--- config.mk ---
export PLATFORM = sky130hd
export DESIGN_NAME = if_id_buffer
export DESIGN_NICKNAME = d
export VERILOG_FILES = /design/src/rtl/if_id_buffer.sv
export SDC_FILE = /design/constraint.sdc
export NUM_CORES = 1
export LEC_CHECK = 0
export BUFFER_PORTS_ARGS = -buffer_cell sky130_fd_sc_hd__buf_2
export CORE_ASPECT_RATIO = 1.75
export CORE_MARGIN = 2
export CORE_UTILIZATION = 30
export DETAILED_ROUTE_END_ITERATION = 12
export SYNTH_ARGS = -nofsm -noshare
export SYNTH_HDL_FRONTEND = slang
export SYNTH_SLANG_ARGS = --single-unit
--- constraint.sdc ---
create_clock -name clk -period 10.8 [get_ports clk]
set_clock_uncertainty 0.1 [all_clocks]
set_input_delay 2.16 -clock clk [delete_from_list [all_inputs] [get_ports clk]]
set_output_delay 2.16 -clock clk [all_outputs]
set_load 0.1 [all_outputs]
--- src/rtl/if_id_buffer.sv ---
// IF/ID pipeline buffer: small circular FIFO of {pc, pc4, inst} with show-ahead head output.
// Empty buffer presents a NOP bubble; flush discards contents without touching storage.
module if_id_buffer #(
   parameter int unsigned DEPTH = 2,
   parameter logic [31:0] NOP   = 32'h00000013
) (
   input  logic                     clk,
   input  logic                     reset,
   input  logic                     flush,
   input  logic                     in_valid,
   output logic                     in_ready,
   input  logic [31:0]              in_pc,
   input  logic [31:0]              in_pc4,
   input  logic [31:0]              in_inst,
   output logic                     out_valid,
   input  logic                     out_ready,
   output logic [31:0]              out_pc,
   output logic [31:0]              out_pc4,
   output logic [31:0]              out_inst,
   output logic [$clog2(DEPTH):0]   count
);

   localparam int unsigned PW = $clog2(DEPTH);
   localparam int unsigned CW = PW + 1;

   logic [PW-1:0] rd_ptr_q, rd_ptr_d;
   logic [PW-1:0] wr_ptr_q, wr_ptr_d;
   logic [CW-1:0] count_q, count_d;

   logic [31:0] pc_q   [DEPTH];
   logic [31:0] pc4_q  [DEPTH];
   logic [31:0] inst_q [DEPTH];

   logic push, pop;

   // Handshakes depend only on registered count, so no input reaches an output combinationally.
   always_comb begin
      in_ready  = (count_q != CW'(DEPTH));
      out_valid = (count_q != '0);
      push      = in_valid && in_ready && !flush;
      pop       = out_valid && out_ready && !flush;
   end

   // DEPTH is a power of two, so pointer overflow is the wrap DEPTH-1 -> 0.
   always_comb begin
      rd_ptr_d = rd_ptr_q;
      wr_ptr_d = wr_ptr_q;
      count_d  = count_q;
      if (flush) begin
         rd_ptr_d = '0;
         wr_ptr_d = '0;
         count_d  = '0;
      end else begin
         if (push) wr_ptr_d = wr_ptr_q + PW'(1);
         if (pop)  rd_ptr_d = rd_ptr_q + PW'(1);
         unique case ({push, pop})
            2'b10:   count_d = count_q + CW'(1);
            2'b01:   count_d = count_q - CW'(1);
            default: count_d = count_q;
         endcase
      end
   end

   always_ff @(posedge clk or negedge reset) begin
      if (!reset) begin
         rd_ptr_q <= '0;
         wr_ptr_q <= '0;
         count_q  <= '0;
      end else begin
         rd_ptr_q <= rd_ptr_d;
         wr_ptr_q <= wr_ptr_d;
         count_q  <= count_d;
      end
   end

   // Entry storage carries no reset; validity is tracked solely by count.
   always_ff @(posedge clk) begin
      if (push) begin
         pc_q[wr_ptr_q]   <= in_pc;
         pc4_q[wr_ptr_q]  <= in_pc4;
         inst_q[wr_ptr_q] <= in_inst;
      end
   end

   always_comb begin
      out_pc   = '0;
      out_pc4  = '0;
      out_inst = NOP;
      if (out_valid) begin
         out_pc   = pc_q[rd_ptr_q];
         out_pc4  = pc4_q[rd_ptr_q];
         out_inst = inst_q[rd_ptr_q];
      end
   end

   assign count = count_q;

endmodule
Word-level counts from Yosys, hierarchy flattened. Memory sizes are Yosys's and may differ from the RTL's. Index checks and enable logic that the tools add are counted. Widths: inputs -> output; s select.

RAM bits: 192. Bits of input ports: 101. Bits in registers: 4. Memories: 3. Output and inout bits: 100.

Eq/ne operators: 3. Add/subtract/negate cells: 4. Reduce and logical (&&, ||, !) cells: 9. Mux-type cells: 11.

Memories: inst_q (depth 2, width 32, rd ports 1, clocked after memory_dff 0, wr ports 1, line 32) `logic [31:0] inst_q [DEPTH];`; pc4_q (depth 2, width 32, rd ports 1, clocked after memory_dff 0, wr ports 1, line 31) `logic [31:0] pc4_q [DEPTH];`; pc_q (depth 2, width 32, rd ports 1, clocked after memory_dff 0, wr ports 1, line 30) `logic [31:0] pc_q [DEPTH];`.

Operators with widths (number): $mux 32 (3); $mux 1 (6); $reduce_bool 2->1 (3); $logic_and 1x1->1 (4); $pmux 2 s2 (1); $reduce_bool 3->1 (1); $add 1x1->1 const B (2); $add 2x1->2 const B (1); $eq 2x1->1 const B (1); $eq 2x2->1 const B (1); $mux 2 (1); $ne 2x2->1 const B (1); $sub 2x1->2 const B (1); $logic_not 1->1 (1).

Logic depth before layout (Yosys ltp).
Depth in word-level cells: 6. Mapped depth: 5. Depth with buffers taken out: 4.

Least setup slack after synthesis. No wires, ideal clock.

Path type: in2reg. From: input in_valid. To: memory inst_q[1][0] (enable). Buffers on the path: 0. Setup slack: 0.771 ns. Setup time: 0.688 ns. Stages: 2. Arrival time: 9.242 ns. Path through: nand2_1 > nor3b_1.

Cells in the longest elaborated chain, start to end: 4.

RTL lines: start, declared (line 10) `input logic in_valid,`; $logic_and 1x1->1 (2 in series) (line 40) `push = in_valid && in_ready && !flush;`; $mux 1 (line 78) `if (push) begin`; $mux 1 (implied by the code) (line 81) `inst_q[wr_ptr_q] <= in_inst;`; end, declared (line 32).

No other way between the ends.

Worst setup path after layout.
From: register rd_ptr_q. To: output out_inst[8].

Cells in the longest elaborated chain, start to end: 2.

RTL lines: start, declared (line 26) `logic [PW-1:0] rd_ptr_q, rd_ptr_d;`; start signal, assigned (line 70) `rd_ptr_q <= rd_ptr_d;`; $mem_v2 2x32; $mux 32 (line 89) `if (out_valid) begin`; end, declared (line 19) `output logic [31:0] out_inst,`.

No other way between the ends.

==> qor.csv <==
metric,value,unit
status,"complete, no violations",
root_buffer,clkbuf_16,
chipHeight,213,um
die_x,123,um
numCtsBuffers,17,
ys_seq_elements,196,
wire_per_inst,16.0,um
crit_type,reg -> out,
cts_buffer_depth,2,
power,1.88,mW
ys.warnings.count,0,
vias_per_cell,4.37,
setup_viol,0,
yosys.area_share.adder,0,
max_freq,0.188,GHz
fillers,2345,
period_needed,5.33,ns
synth_top_family_by_area,multiplexers,
cts-resized-gates,0,
setup_ws,5.47,ns
grt_max_degree,62,
post-route-drc-count,0,
antenna_found_initial,3,
crit_required,8.54,ns
leakage,3.50,nW
syn_avg_cell_area,17.3,um2
hold_viol_final,0,
ant_nets,0,
grt_pass1_wl,22700,um
fin_setup_tns,0,ns
report.final.slew_viol_count,0,
place_congestion,0.687,
drive_above_1_share,0.373,
hold_buffers,0,
post-route-util,0.383,
synth_fp_nets,533,
layout.cells.non_filler,963,
synth_cells,432,
yosysSeqAreaShare,0.784,
grt_pass1_vias,4341,
rsz0062_at_grt,false,
path_clk_slew,0.07,ns
synth-compound-area-share,0.00653,
max_cap_viol_count,0,
worstPathArrival,3.07,ns
clk_latency,0.44,ns
fin_crit_sh,0.493,
tightest_slew,1.03,ns
dr.pass1.iters,6,
htree_levels,4,
dp_cells,930,
netlist_area,0.00748,mm2
path_max_fanout,57,
cts_tree,done,
synthMuxAreaShare,0.130,
powerDensity,200,mW/mm2
post_cts_buffers,0,
io_buffer_count,200,
start_util,0.305,
synthXorXnorAreaFrac,0.00117,
routed_wl,15400,um
vias,4211,
ios,201,
dp_slack,5.83,ns
grt_overflow,0,
die_area,0.0263,mm2
synth.distinct_cells,25,
endpoint_kind,primary output,
synthSimpleGateAreaFrac,0.0566,
nNetsFinal,738,
core_area,0.0245,mm2
hpwl,9860,um
grt_usage,0.119,
ir_drop,120,uV
slew_headroom,0.313,
synthToLayoutAreaGrowth,25.5,%
min_path_type,reg -> reg,
drt_iter0_markers,175,
cts.sinks,196,
cp-start-kind,register,
rows,76,
## worst max-delay path: stages (launching register included)
cell and delay [ns]:
dfrtp_4 0.90, buf_4 0.90, mux2i_1 0.20, nor2_1 0.12
buf_2 0.44
## cells in the mapped netlist
cell type / count / share of area
nor3_1: 1 / 0.00067
buf_6: 1 / 0.0015
or2_0: 1 / 0.00084
buf_8: 3 / 0.0060
buf_1: 3 / 0.0015
nand3b_1: 1 / 0.0010
nor2_2: 1 / 0.00084
a21oi_2: 1 / 0.0012
nand2_1: 4 / 0.0020
or3_1: 1 / 0.00084
nor2b_2: 1 / 0.0012
o21ai_0: 2 / 0.0013
dfrtp_1: 4 / 0.013
buf_2: 9 / 0.0060
mux2i_1: 97 / 0.13
xor2_1: 1 / 0.0012
inv_2: 2 / 0.0010
a21o_1: 1 / 0.0010
a21oi_1: 3 / 0.0020
edfxtp_1: 192 / 0.77
nor2_1: 94 / 0.047
buf_4: 5 / 0.0050
nor3b_1: 2 / 0.0020
o211ai_1: 1 / 0.0010
inv_1: 1 / 0.00050
## worst paths after layout
check / cells after the start / from / to / slack, ns
max: 4 / rd_ptr_q / out_inst[8] / 5.47
max in group asynchronous: 1 / reset / rd_ptr_q / 9.03
min reg2reg: 2 / wr_ptr_q / wr_ptr_q / 0.50
min: 2 / wr_ptr_q / wr_ptr_q / 0.50
max reg2reg: 6 / count[1] / inst_q[1][29] / 7.97
min in group asynchronous: 1 / reset / count[1] / 1.42
## cell type report
class	instances	area (um2)	area share
Antenna cell	2	5.00	0.000533
Timing Repair Buffer	207	1050	0.112
Multi-Input combinational cell	212	1470	0.156
Inverter	3	11.3	0.00120
Tap cell	312	390	0.0416
Clock buffer	20	437	0.0465
Sequential cell	196	5870	0.625
Clock inverter	11	153	0.0163
## layout by cell type, fill, tap and decap left out, types with 2 or more instances in the layout
master and count:
clkbuf_16 17, a21oi_1 3, clkinvlp_4 2, nor2_1 94, o21ai_0 2, inv_6 2
buf_2 200, edfxtp_1 192, clkinv_4 3, bufinv_16 3, clkbuf_1 3, dfrtp_1 3
nand2_1 4, diode_2 2, inv_2 2, buf_4 7, mux2i_1 97
## report_power, final
part | internal, mW | total, mW | switching [mW] | leakage [nW]
clock network | 0.365 | 0.634 | 0.269 | 0.279
logic | 0.0665 | 0.365 | 0.299 | 1.41
registers | 0.866 | 0.880 | 0.0138 | 1.81
total | 1.30 | 1.88 | 0.582 | 3.50
## through the flow
| step | area [um2] | hold slack (ns) |
|---|---|---|
| floorplan | 7480 | 0.429 |
| global placement | 8790 | 0.483 |
| detailed placement | 8790 | 0.493 |
| CTS | 9380 | 0.504 |
| global route | 9390 | 0.547 |
| finish | 9390 | 0.495 |
## per-layer routing
metal  vias up  wire [um]  global-route usage
li1       2013          -                   -
met1      2045       5710               0.122
met4         2        226              0.0502
met3        14        922              0.0465
met2       137       8530               0.214
met5         -         16                   0
## cell families after synthesis
family,Yosys count
mux,97
flops,196
simple gates,106
compound gates,8
xor+xnor,1
buf+inv,24
## registers in the layout, summed over array words and instances, names as in the netlist
name and flops:
inst_q 64, pc4_q 64, pc_q 64, count 2
rd_ptr_q 1, wr_ptr_q 1
(Power assumes the default switching activity.)
